$ cat src/rtl/sens_data_pkg.sv
// sens_data_pkg: shared constants, FSM state enum and BRAM address helper for the ToF sensor frame path.
package sens_data_pkg;
  localparam int N_SENS  = 8;
  localparam int N_ZONES = 64;
  localparam int ADDR_W  = 9;
  typedef enum logic {COLLECT, FULL} state_t;
  function automatic logic [ADDR_W-1:0] mk_addr(input logic [2:0] sens, input logic [5:0] zone);
    return {sens, zone};
  endfunction
endpackage

$ cat src/rtl/sens_frame_tracker.sv
// sens_frame_tracker: zone counter, sensor latch, frame length/sensor switch checks and per-sensor complete mask.
module sens_frame_tracker
  import sens_data_pkg::*;
(
  input  logic              clk,
  input  logic              rst,
  input  logic              hs,
  input  logic              clr,
  input  logic [2:0]        s_sens_id,
  input  logic              s_last,
  output logic              wr_en,
  output logic [ADDR_W-1:0] wr_addr,
  output logic              err,
  output logic [N_SENS-1:0] sens_mask
);
  logic [5:0] z;
  logic [2:0] cur_sens, sens;
  logic       sw_err, at_end;
  always_comb begin
    sens    = z == 6'd0 ? s_sens_id : cur_sens;
    sw_err  = z != 6'd0 && s_sens_id != cur_sens;
    at_end  = z == 6'(N_ZONES - 1);
    wr_en   = hs && !sw_err;
    wr_addr = mk_addr(sens, z);
    err     = hs && (sw_err || s_last != at_end);
  end
  // Any frame end, good or bad, and any dropped beat restart the zone count.
  always_ff @(posedge clk)
    if (rst) begin
      z         <= '0;
      cur_sens  <= '0;
      sens_mask <= '0;
    end else begin
      if (hs) begin
        z <= (sw_err || s_last || at_end) ? 6'd0 : z + 6'd1;
        if (z == 6'd0) cur_sens <= s_sens_id;
      end
      if (clr) sens_mask <= '0;
      else if (hs && !sw_err && s_last && at_end) sens_mask[sens] <= 1'b1;
    end
endmodule

$ cat src/rtl/sens_data_writer.sv
// sens_data_writer: writes 8x64-zone ToF frames into BRAM and flags a complete frame set until the reader consumes it.
module sens_data_writer
  import sens_data_pkg::*;
#(
  parameter int DATA_W = 16,
  parameter int N_SENS = 8
) (
  input  logic              clk,
  input  logic              rst,
  input  logic              s_valid,
  output logic              s_ready,
  input  logic [DATA_W-1:0] s_data,
  input  logic [2:0]        s_sens_id,
  input  logic              s_last,
  output logic              bram_we,
  output logic [ADDR_W-1:0] bram_addr,
  output logic [DATA_W-1:0] bram_wdata,
  output logic              drdy,
  input  logic              consumed,
  output logic [N_SENS-1:0] sens_mask,
  output logic              err_len
);
  state_t            state, state_nxt;
  logic              hs, clr, wr_en, err;
  logic [ADDR_W-1:0] wr_addr;
  always_comb begin
    s_ready   = state == COLLECT;
    drdy      = state == FULL;
    hs        = s_valid && s_ready;
    clr       = drdy && consumed;
    state_nxt = s_ready ? (&sens_mask ? FULL : COLLECT) : (consumed ? COLLECT : FULL);
  end
  sens_frame_tracker u_trk (
    .clk       (clk),
    .rst       (rst),
    .hs        (hs),
    .clr       (clr),
    .s_sens_id (s_sens_id),
    .s_last    (s_last),
    .wr_en     (wr_en),
    .wr_addr   (wr_addr),
    .err       (err),
    .sens_mask (sens_mask)
  );
  // Write port is one register stage behind the handshake.
  always_ff @(posedge clk)
    if (rst) begin
      state      <= COLLECT;
      bram_we    <= 1'b0;
      bram_addr  <= '0;
      bram_wdata <= '0;
      err_len    <= 1'b0;
    end else begin
      state   <= state_nxt;
      bram_we <= wr_en;
      err_len <= err;
      if (wr_en) begin
        bram_addr  <= wr_addr;
        bram_wdata <= s_data;
      end
    end
endmodule

$ cat config.mk
export PLATFORM = sky130hd
export DESIGN_NAME = sens_data_writer
export DESIGN_NICKNAME = d
export VERILOG_FILES = /design/src/rtl/sens_data_pkg.sv /design/src/rtl/sens_frame_tracker.sv /design/src/rtl/sens_data_writer.sv
export SDC_FILE = /design/constraint.sdc
export NUM_CORES = 1
export LEC_CHECK = 0
export ABC_AREA = 1
export BUFFER_PORTS_ARGS = -buffer_cell sky130_fd_sc_hd__buf_2
export CAP_MARGIN = 40
export CORE_MARGIN = 3
export CORE_UTILIZATION = 50
export DETAILED_ROUTE_END_ITERATION = 8
export GPL_TIMING_DRIVEN = 0
export PLACE_DENSITY = 0.79
export SLEW_MARGIN = 0
export SYNTH_ARGS = -nofsm -noshare
export SYNTH_HDL_FRONTEND = slang
export SYNTH_SLANG_ARGS = --single-unit
$ cat constraint.sdc
create_clock -name clk -period 2 [get_ports clk]
set_input_delay 0.3 -clock clk [delete_from_list [all_inputs] [get_ports clk]]
set_output_delay 0.3 -clock clk [all_outputs]
set_load 0.03 [all_outputs]
==> results.yml, run 1 <==
cts:
  cts.reportedPaths.clkPinSlew_ns: 0.08
  cts_buffers: 5
  cts_hold_buf: 0
  clockBufferDepth: 2
  cts_root_buf: "clkbuf_8"
  cts_num_sinks: 45
  post_cts_buffers: 0
  cts_tree: "yes"
  clkLatencyLatePin_ns: 0.29
  htree_levels: 2
  cts_resized: 0
sta:
  slew_headroom: 0.680
  max_freq_mhz: 604
  hold_violations: 0
  post-route-period-util: 0.828
  finalSetupTns_ns: 0
  period_needed_ns: 1.66
  worst_pin_slew_ns: 0.480
  clock_skew_ns: 0.00640
  setup_viol: 0
  rsz0062_at_grt: "no"
  final_max_slew_viol_count: 0
routing:
  drtIter0Drc: 111
  final_antenna_net_count: 0
  vias: 1838
  totalWireLength_um: 4130
  drt_pass1_iterations: 4
  via_per_inst: 5.02
  routedWlPerCell_um: 11.3
  drc: 0
global_routing:
  grt_max_degree: 14
  grt_pass1_wl_um: 6610
  grt_pass1_vias: 1558
  antenna_found_initial: 0
  track_usage: 0.186
  grt-ovfl-total: 0
setup_path:
  slowest_stage: "dfxtp_1"
  setup.worst_path.end_class: "flop"
  cp.arrival_ns: 1.88
  critPathTopFamily: "simple AND/OR/NAND/NOR gates"
  cp_data_required_time_ns: 2.22
  crit_type: "flop to flop"
  rr_worst_depth: 10
  path_cells: "inv_1 -> ha_1 -> inv_1 -> nor2_4 -> nand3_4 -> nand2_4 -> nand2_4 -> buf_2 -> nand2_1 -> a21oi_1"
  cp.depth: 10
  crit_path_max_fanout: 10
  crit_buf_inv: 3
  critPathLaunchType: "flop"
  slowest_delay_ns: 0.42
floorplan:
  die_x_um: 67.6
  core_area_um2: 3490
  row_count: 21
  pin_count: 61
  start_util: 0.544
  dieArea_um2: 4570
  fp.dieH_um: 67.6
placement:
  port_buffers: 59
  place_congestion: 0.903
  hpwl_um: 3130
yosys:
  synthCells: 253
  yosysSeqAreaShare: 0.474
  synth_cell_type_count: 22
  ys_ff_latch: 45
  avgSynthCellArea_um2: 7.51
  syn_area_um2: 1900
  ys_warn_count: 0
  synth_fp_nets: 279
cells_and_area:
  fillers: 305
  final_nets: 345
  antennaDiodeCount: 0
  final_common_cell: "buf_2"
  drive_gt1_frac: 0.266
  mostFrequentLayoutCells: "buf_2 (64), nand2_1 (54), dfxtp_1 (45)"
  area_delta_synth_final_pct: 23.9
  finish.utilization: 0.673
job:
  drv_cap: 0
power_and_ir_drop:
  power_density_nw_per_um2: 809
  power_frac_comb: 0.180
  p_total_uw: 1900
  pwr-share-clk: 0.316
  switching_share: 0.285
  p_sw_uw: 543
  p_int_uw: 1360
  leakagePower_uw: 0.00114
  seqPwrFrac: 0.504
  ir_worst_vdd_mv: 0.437
min_path:
  hold_depth: 3
  hold_path.class: "primary input to flop"
outcome:
  status: "completed"
==> sequential cells by signal (all words and copies together), names as in the netlist <==
| register | count |
|---|---|
| bram_we | 1 |
| u_trk.sens_mask | 8 |
| err_len | 1 |
| bram_wdata | 16 |
| u_trk.z | 6 |
| u_trk.cur_sens | 3 |
| bram_addr | 9 |
| drdy | 1 |
==> cell type report <==
cell class,count,area [um^2],share of cell area
flip-flops and latches,45,901,0.383
multi-input cells,179,876,0.372
repair buffers,59,295,0.125
clock buffers,7,96.3,0.0409
inverters,19,71.3,0.0303
well taps,46,57.6,0.0245
plain buffers,10,51.3,0.0218
clock inverters,1,5.00,0.00213
==> worst reg2reg max path, stage by stage, from the launching register on <==
cell and delay [ns]:
dfxtp_1 0.42, inv_1 0.07, ha_1 0.19, inv_1 0.08, nor2_4 0.06, nand3_4 0.12
nand2_4 0.10, nand2_4 0.12, buf_2 0.22, nand2_1 0.08, a21oi_1 0.13
==> synthesized netlist by cell type <==
| library cell | number | area [um^2] |
|---|---|---|
| and2_1 | 1 | 6.26 |
| inv_2 | 3 | 11.3 |
| nand2_2 | 1 | 6.26 |
| nand3_4 | 1 | 17.5 |
| buf_4 | 2 | 15.0 |
| nand2_1 | 54 | 203 |
| nand4_1 | 9 | 56.3 |
| xor2_1 | 5 | 43.8 |
| xnor2_1 | 1 | 8.76 |
| dfxtp_1 | 45 | 901 |
| o21ai_0 | 4 | 20.0 |
| nand2_4 | 2 | 22.5 |
| nor2_2 | 2 | 12.5 |
| inv_1 | 16 | 60.1 |
| nor2_1 | 35 | 131 |
| clkbuf_1 | 3 | 11.3 |
| nand3_1 | 34 | 170 |
| a21oi_1 | 25 | 125 |
| nor2_4 | 2 | 22.5 |
| ha_1 | 2 | 25.0 |
| nor3_1 | 1 | 5.00 |
| buf_2 | 5 | 25.0 |
==> through the flow <==
stage / hold slack, ns / std cells / setup slack, ns / cell area [um^2]
after floorplan: 0.455 / 253 / 0.484 / 1900
after global placement: 0.446 / 358 / 0.378 / 2250
after detailed placement: 0.451 / 358 / 0.366 / 2250
after CTS: 0.261 / 366 / 0.337 / 2350
after global routing: 0.271 / 366 / 0.187 / 2350
final: 0.265 / 366 / 0.344 / 2350
==> final timing paths <==
kind / startpoint / end / slack (ns)
worst min register to register: bram_wdata[9] / bram_wdata[9] / 0.46
worst max-delay path: u_trk.z[0] / bram_wdata[14] / 0.34
worst min-delay path: s_data[2] / bram_wdata[2] / 0.26
worst max register to register: u_trk.z[0] / bram_wdata[14] / 0.34
==> cells by family (layout without fill, tap and decap cells) <==
kind of cell,after synthesis,after routing,share of synthesized area
flip-flops,45,45,0.474
adder cells (fa/ha/maj),2,2,0.0132
XOR/XNOR,6,6,0.0277
AND/OR/NAND/NOR,142,142,0.344
AO/OA/AOI/OAI,29,29,0.0764
buffers and inverters,29,96,0.0646
==> metal layers <==
| layer | share of wire | track usage |
|---|---|---|
| met5 | 0 | 0 |
| met4 | 0.012 | 0.0684 |
| met3 | 0.065 | 0.0399 |
| met2 | 0.46 | 0.318 |
| met1 | 0.46 | 0.228 |
==> power groups by stage <==
stage	Combinational, uW	Sequential, uW	Clock [uW]
floorplan	178	1050	0
global placement	342	979	0
detailed placement	343	981	0
CTS	344	960	613
global route	377	964	650
finish	342	960	601
(Power assumes the default switching activity.)
==> run 2: changes to the inputs <==
clock period = 1.6 ns   (was 2 ns; I/O delays follow)
==> run 2 against run 1 <==
  * Global-route usage up 0.21 points
  * Clock power up 25%
  * Clock skew shrank 0.0025 ns
  * Core utilization rose by 2.9 points
  * Power up 28%
  * Sequential power increased by 25%
  * Fmax rose by 9.5%
  * Hold slack worse by 0.059 ns
  * Highest routed layer unchanged
==> results.yml, run 2 (synthesized netlist as in run 1, its figures left out) <==
cells_and_area:
  top_register: "bram_wdata"
  antennaDiodeCount: 0
  final_nets: 348
  mostFrequentLayoutCells: "buf_2 (60), nand2_1 (50), dfxtp_1 (43)"
  largest_reg_flops: 16
  drive_gt1_frac: 0.307
  largestRegisters: "bram_wdata (16), bram_addr (9), u_trk.sens_mask (8)"
  final_common_cell: "buf_2"
  area_delta_synth_final_pct: 29.3
  fillers: 289
setup_path:
  cp_data_required_time_ns: 1.83
  slowest_delay_ns: 0.36
  slowest_stage: "dfxtp_4"
  crit_path_max_fanout: 5
  path_cells: "inv_1 -> ha_1 -> inv_1 -> nor2_4 -> buf_4 -> nand4_1 -> nand2_2 -> nand3_2 -> nor2_1 -> nor2_1 -> nor2_1"
  path_common_cell: "nor2_1"
  setup.worst_path.end_class: "flop"
  critPathLaunchType: "flop"
  cp.arrival_ns: 1.74
  crit_type: "flop to flop"
  ff2ff_setup_slack_ns: 0.09
cts:
  cts_root_buf: "clkbuf_8"
  clkLatencyLatePin_ns: 0.29
  cts_tree: "yes"
  clockBufferDepth: 2
  cts_num_sinks: 45
  htree_levels: 2
  cts_buffers: 5
  cts.reportedPaths.clkPinSlew_ns: 0.08
routing:
  totalWireLength_um: 4320
  final_antenna_net_count: 0
  vias: 1857
  drc: 0
  via_per_inst: 5.03
  drt_pass1_iterations: 4
  routedWlPerCell_um: 11.7
  drtIter0Drc: 129
power_and_ir_drop:
  p_sw_uw: 701
  switching_share: 0.289
  leakagePower_uw: 0.00117
  power_frac_comb: 0.197
  pwr-share-clk: 0.309
  p_int_uw: 1730
  ir_worst_vdd_mv: 0.549
  seqPwrFrac: 0.494
  power_density_nw_per_um2: 989
floorplan:
  row_count: 21
  fp.dieH_um: 67.6
  die_x_um: 67.6
  dieArea_um2: 4570
  start_util: 0.544
  core_area_um2: 3490
  pin_count: 61
sta:
  period_needed_ns: 1.51
  clock_skew_ns: 0.00388
  post-route-period-util: 0.945
  worst_pin_slew_ns: 0.469
  setup_viol: 0
  rsz0062_at_grt: "yes"
  final_max_slew_viol_count: 0
  max_freq_mhz: 661
  hold_slack_ns: 0.206
  hold_violations: 0
  layout_setup_ws_ns: 0.0875
  slew_headroom: 0.688
placement:
  port_buffers: 59
  dp_slack_ns: -0.0342
  hpwl_um: 3130
  place_congestion: 0.903
job:
  drv_cap: 0
global_routing:
  grt_pass1_vias: 1574
  grt_max_degree: 14
  grt-ovfl-total: 0
  antenna_found_initial: 0
  grt_pass1_wl_um: 6680
  track_usage: 0.188
min_path:
  hold_path.class: "primary input to flop"
outcome:
  status: "completed"
-- run 2: changes by cell type in the layout (fill, tap and decap cells not counted), moves of 3 or more --
cell     before  now
nand2_2       1    5
buf_6         0    3
nand3_1      34   30
nand2_1      54   50
buf_2        64   60
nand3_2       0    3
-- run 2: per-stage QoR --
step | setup TNS [ns] | util | std cells | power, uW | cell area (um^2)
after global routing | -0.0866 | 0.703 | 369 | 2540 | 2460
after floorplan | 0 | - | 253 | 1530 | 1900
after detailed placement | -0.349 | 0.644 | 358 | 1650 | 2250
final | 0 | 0.703 | 369 | 2430 | 2460
after global placement | -0.340 | 0.644 | 358 | 1650 | 2250
after CTS | 0 | 0.681 | 368 | 2410 | 2380
-- run 2: cell type report --
class                   count  area [um^2]  area share
plain buffers              10         72.6      0.0295
clock buffers               7         96.3      0.0392
clock inverters             1         5.00     0.00204
inverters                  19         71.3      0.0290
multi-input cells         179          930       0.379
flip-flops and latches     45          906       0.369
well taps                  46         57.6      0.0234
repair buffers             62          318       0.129
-- run 2: worst paths after layout --
check	depth (start not counted)	endpoint	startpoint
max	11	u_trk.sens_mask[6]	u_trk.z[0]
min	3	bram_wdata[2]	s_data[2]
max reg2reg	11	u_trk.sens_mask[6]	u_trk.z[0]
min reg2reg	2	bram_wdata[12]	bram_wdata[12]
-- run 2: worst max-delay path, delay by kind of cell, from the launching register on --
| kind | cells | cell delay (ns) |
|---|---|---|
| flip-flops | 1 | 0.36 |
| adder cells (fa/ha/maj) | 1 | 0.13 |
| AND/OR/NAND/NOR | 7 | 0.71 |
| buffers and inverters | 3 | 0.25 |
-- run 2: timing repair --
action	in CTS	in global routing
endpoints found under the setup margin	25	39
hold buffers	0	0
gates resized for setup	3	19
setup buffers	2	1
pin swaps	1	8
-- run 2: metal layers --
layer / global-route usage / wire length (um) / up-vias
met5: 0 / 0 / -
met4: 0.0709 / 48 / 0
met3: 0.0399 / 285 / 8
met2: 0.320 / 2060 / 52
met1: 0.232 / 1930 / 836
li1: - / - / 961
-- run 2: power groups by stage --
stage / logic, uW / clock network [uW] / registers, uW
finish: 479 / 750 / 1200
detailed placement: 429 / 0 / 1230
global placement: 427 / 0 / 1220
floorplan: 222 / 0 / 1310
global route: 524 / 812 / 1210
CTS: 446 / 767 / 1200
==> run 3: changes to the inputs <==
==> constraint.sdc (replaced) <==
create_clock -name clk -period 1.6 [get_ports clk]
set_input_delay 0 -clock clk [delete_from_list [all_inputs] [get_ports clk]]
set_output_delay 0 -clock clk [all_outputs]
set_load 0.03 [all_outputs]
==> run 3 against run 2 <==
  * Sequential share of layout area is 2.3 points lower
  * Routed wire length is 7.7% higher
  * Die area stayed put
  * Power is 1.4% higher
  * Count of clock-buffer cells in the layout stayed put
  * Critical path depth stayed put
  * Non-clock buffer count is 16 higher
  * Sequential power hardly changed
  * Cell count is 4.3% higher
  * Critical path type unchanged
==> results.yml, run 3 (synthesized netlist as in run 1, its figures left out) <==
sta:
  layout_setup_ws_ns: 0.0770
  worst_pin_slew_ns: 0.470
  rsz0062_at_grt: "yes"
  slew_headroom: 0.687
  post-route-period-util: 0.952
  max_freq_mhz: 657
  hold_violations: 0
  period_needed_ns: 1.52
  clock_skew_ns: 0.00236
  setup_viol: 0
  hold_slack_ns: 0.124
  final_max_slew_viol_count: 0
setup_path:
  crit_path_max_fanout: 5
  setup.worst_path.end_class: "flop"
  cp.arrival_ns: 1.75
  path_common_cell: "nor2_1"
  path_cells: "inv_1 -> ha_1 -> inv_1 -> nor2_4 -> buf_4 -> nand4_1 -> nand2_2 -> nand3_2 -> nor2_1 -> nor2_1 -> nor2_1"
  cp_data_required_time_ns: 1.83
  slowest_stage: "dfxtp_4"
  crit_type: "flop to flop"
  slowest_delay_ns: 0.36
  critPathLaunchType: "flop"
  critPathTopFamily: "simple AND/OR/NAND/NOR gates"
  crit_buf_inv: 3
placement:
  hpwl_um: 3130
  place_congestion: 0.903
  dp_cells: 358
  port_buffers: 59
  dpl_cell_area_um2: 2250
  dp_slack_ns: -0.0342
floorplan:
  pin_count: 61
  die_x_um: 67.6
  core_area_um2: 3490
  dieArea_um2: 4570
  fp.dieH_um: 67.6
  row_count: 21
  start_util: 0.544
power_and_ir_drop:
  ir_worst_vdd_mv: 0.551
  p_total_uw: 2460
  power_density_nw_per_um2: 941
  leakagePower_uw: 0.00123
global_routing:
  grt_pass1_wl_um: 7200
  antenna_found_initial: 0
  grt_max_degree: 14
  grt_pass1_vias: 1715
  track_usage: 0.202
  grt-ovfl-total: 0
cells_and_area:
  area_delta_synth_final_pct: 37.7
  largest_reg_flops: 16
  layout.cells.non_filler: 385
  mostFrequentLayoutCells: "buf_2 (60), nand2_1 (50), dfxtp_1 (43)"
  final_nets: 364
  fillers: 254
  final_common_cell: "buf_2"
  largestRegisters: "bram_wdata (16), bram_addr (9), u_trk.sens_mask (8)"
  antennaDiodeCount: 0
  stdcell_area_um2: 2620
  final-seq-area_um2: 906
  top_register: "bram_wdata"
  drive_gt1_frac: 0.292
  multiInputGateArea_um2: 930
cts:
  cts_tree: "yes"
  cts_buffers: 5
  cts_num_sinks: 45
  clkLatencyLatePin_ns: 0.29
  cts_root_buf: "clkbuf_8"
  htree_levels: 2
  clockBufferDepth: 2
  cts.reportedPaths.clkPinSlew_ns: 0.08
routing:
  final_antenna_net_count: 0
  totalWireLength_um: 4650
  vias: 1917
  drc: 0
  drt_pass1_iterations: 4
  routedWlPerCell_um: 12.1
  drtIter0Drc: 144
  via_per_inst: 4.98
job:
  drv_cap: 0
min_path:
  hold_path.class: "primary input to flop"
outcome:
  status: "completed"
## run 3: timing repair
| item | CTS | global route |
|---|---|---|
| hold buffers | 16 | 0 |
| setup buffers | 2 | 1 |
| setup endpoints to repair | 25 | 39 |
| pin swaps | 1 | 8 |
| gates resized for setup | 3 | 19 |
| hold endpoints to repair | 16 | 0 |
| cloned | 0 | 0 |
## run 3: worst reg2reg max path, delay by kind of cell (launching register included)
kind / cells / cell delay [ns]
adder cells (fa/ha/maj): 1 / 0.13
buffers and inverters: 3 / 0.25
flip-flops: 1 / 0.36
AND/OR/NAND/NOR: 7 / 0.72
## run 3: where the power goes
group / leakage (uW) / switching [uW] / internal [uW] / total, uW
Sequential: 0.000368 / 29.2 / 1170 / 1200
Clock: 0.0000542 / 358 / 390 / 748
Combinational: 0.000811 / 321 / 191 / 513
## run 3: per-layer routing
metal	track usage	up-vias	part of all wire
met2	0.360	53	0.48
met4	0.0709	0	0.013
li1	-	992	-
met3	0.0433	10	0.065
met1	0.238	862	0.44
met5	0	-	0
## run 3: worst paths after layout
path / from / to / slack (ns) / cells after the start
worst max-delay path: u_trk.z[0] / u_trk.sens_mask[6] / 0.08 / 11
worst min-delay path: rst / bram_addr[6] / 0.12 / 2
worst max register to register: u_trk.z[0] / u_trk.sens_mask[6] / 0.08 / 11
worst min register to register: bram_wdata[4] / bram_wdata[4] / 0.46 / 2
## run 3: layout make-up
class	instances	share of cell area
timing repair buffer	78	0.183
buffer	10	0.0277
sequential	45	0.346
clock buffer	7	0.0368
clock inverter	1	0.00191
multi-input combinational	179	0.355
inverter	19	0.0273
tap	46	0.0220
## run 3: per-stage QoR
| stage | utilization | setup TNS [ns] |
|---|---|---|
| floorplan | - | 0 |
| global placement | 0.644 | -0.340 |
| detailed placement | 0.644 | -0.349 |
| CTS | 0.726 | 0 |
| global route | 0.749 | -0.0877 |
| finish | 0.749 | 0 |
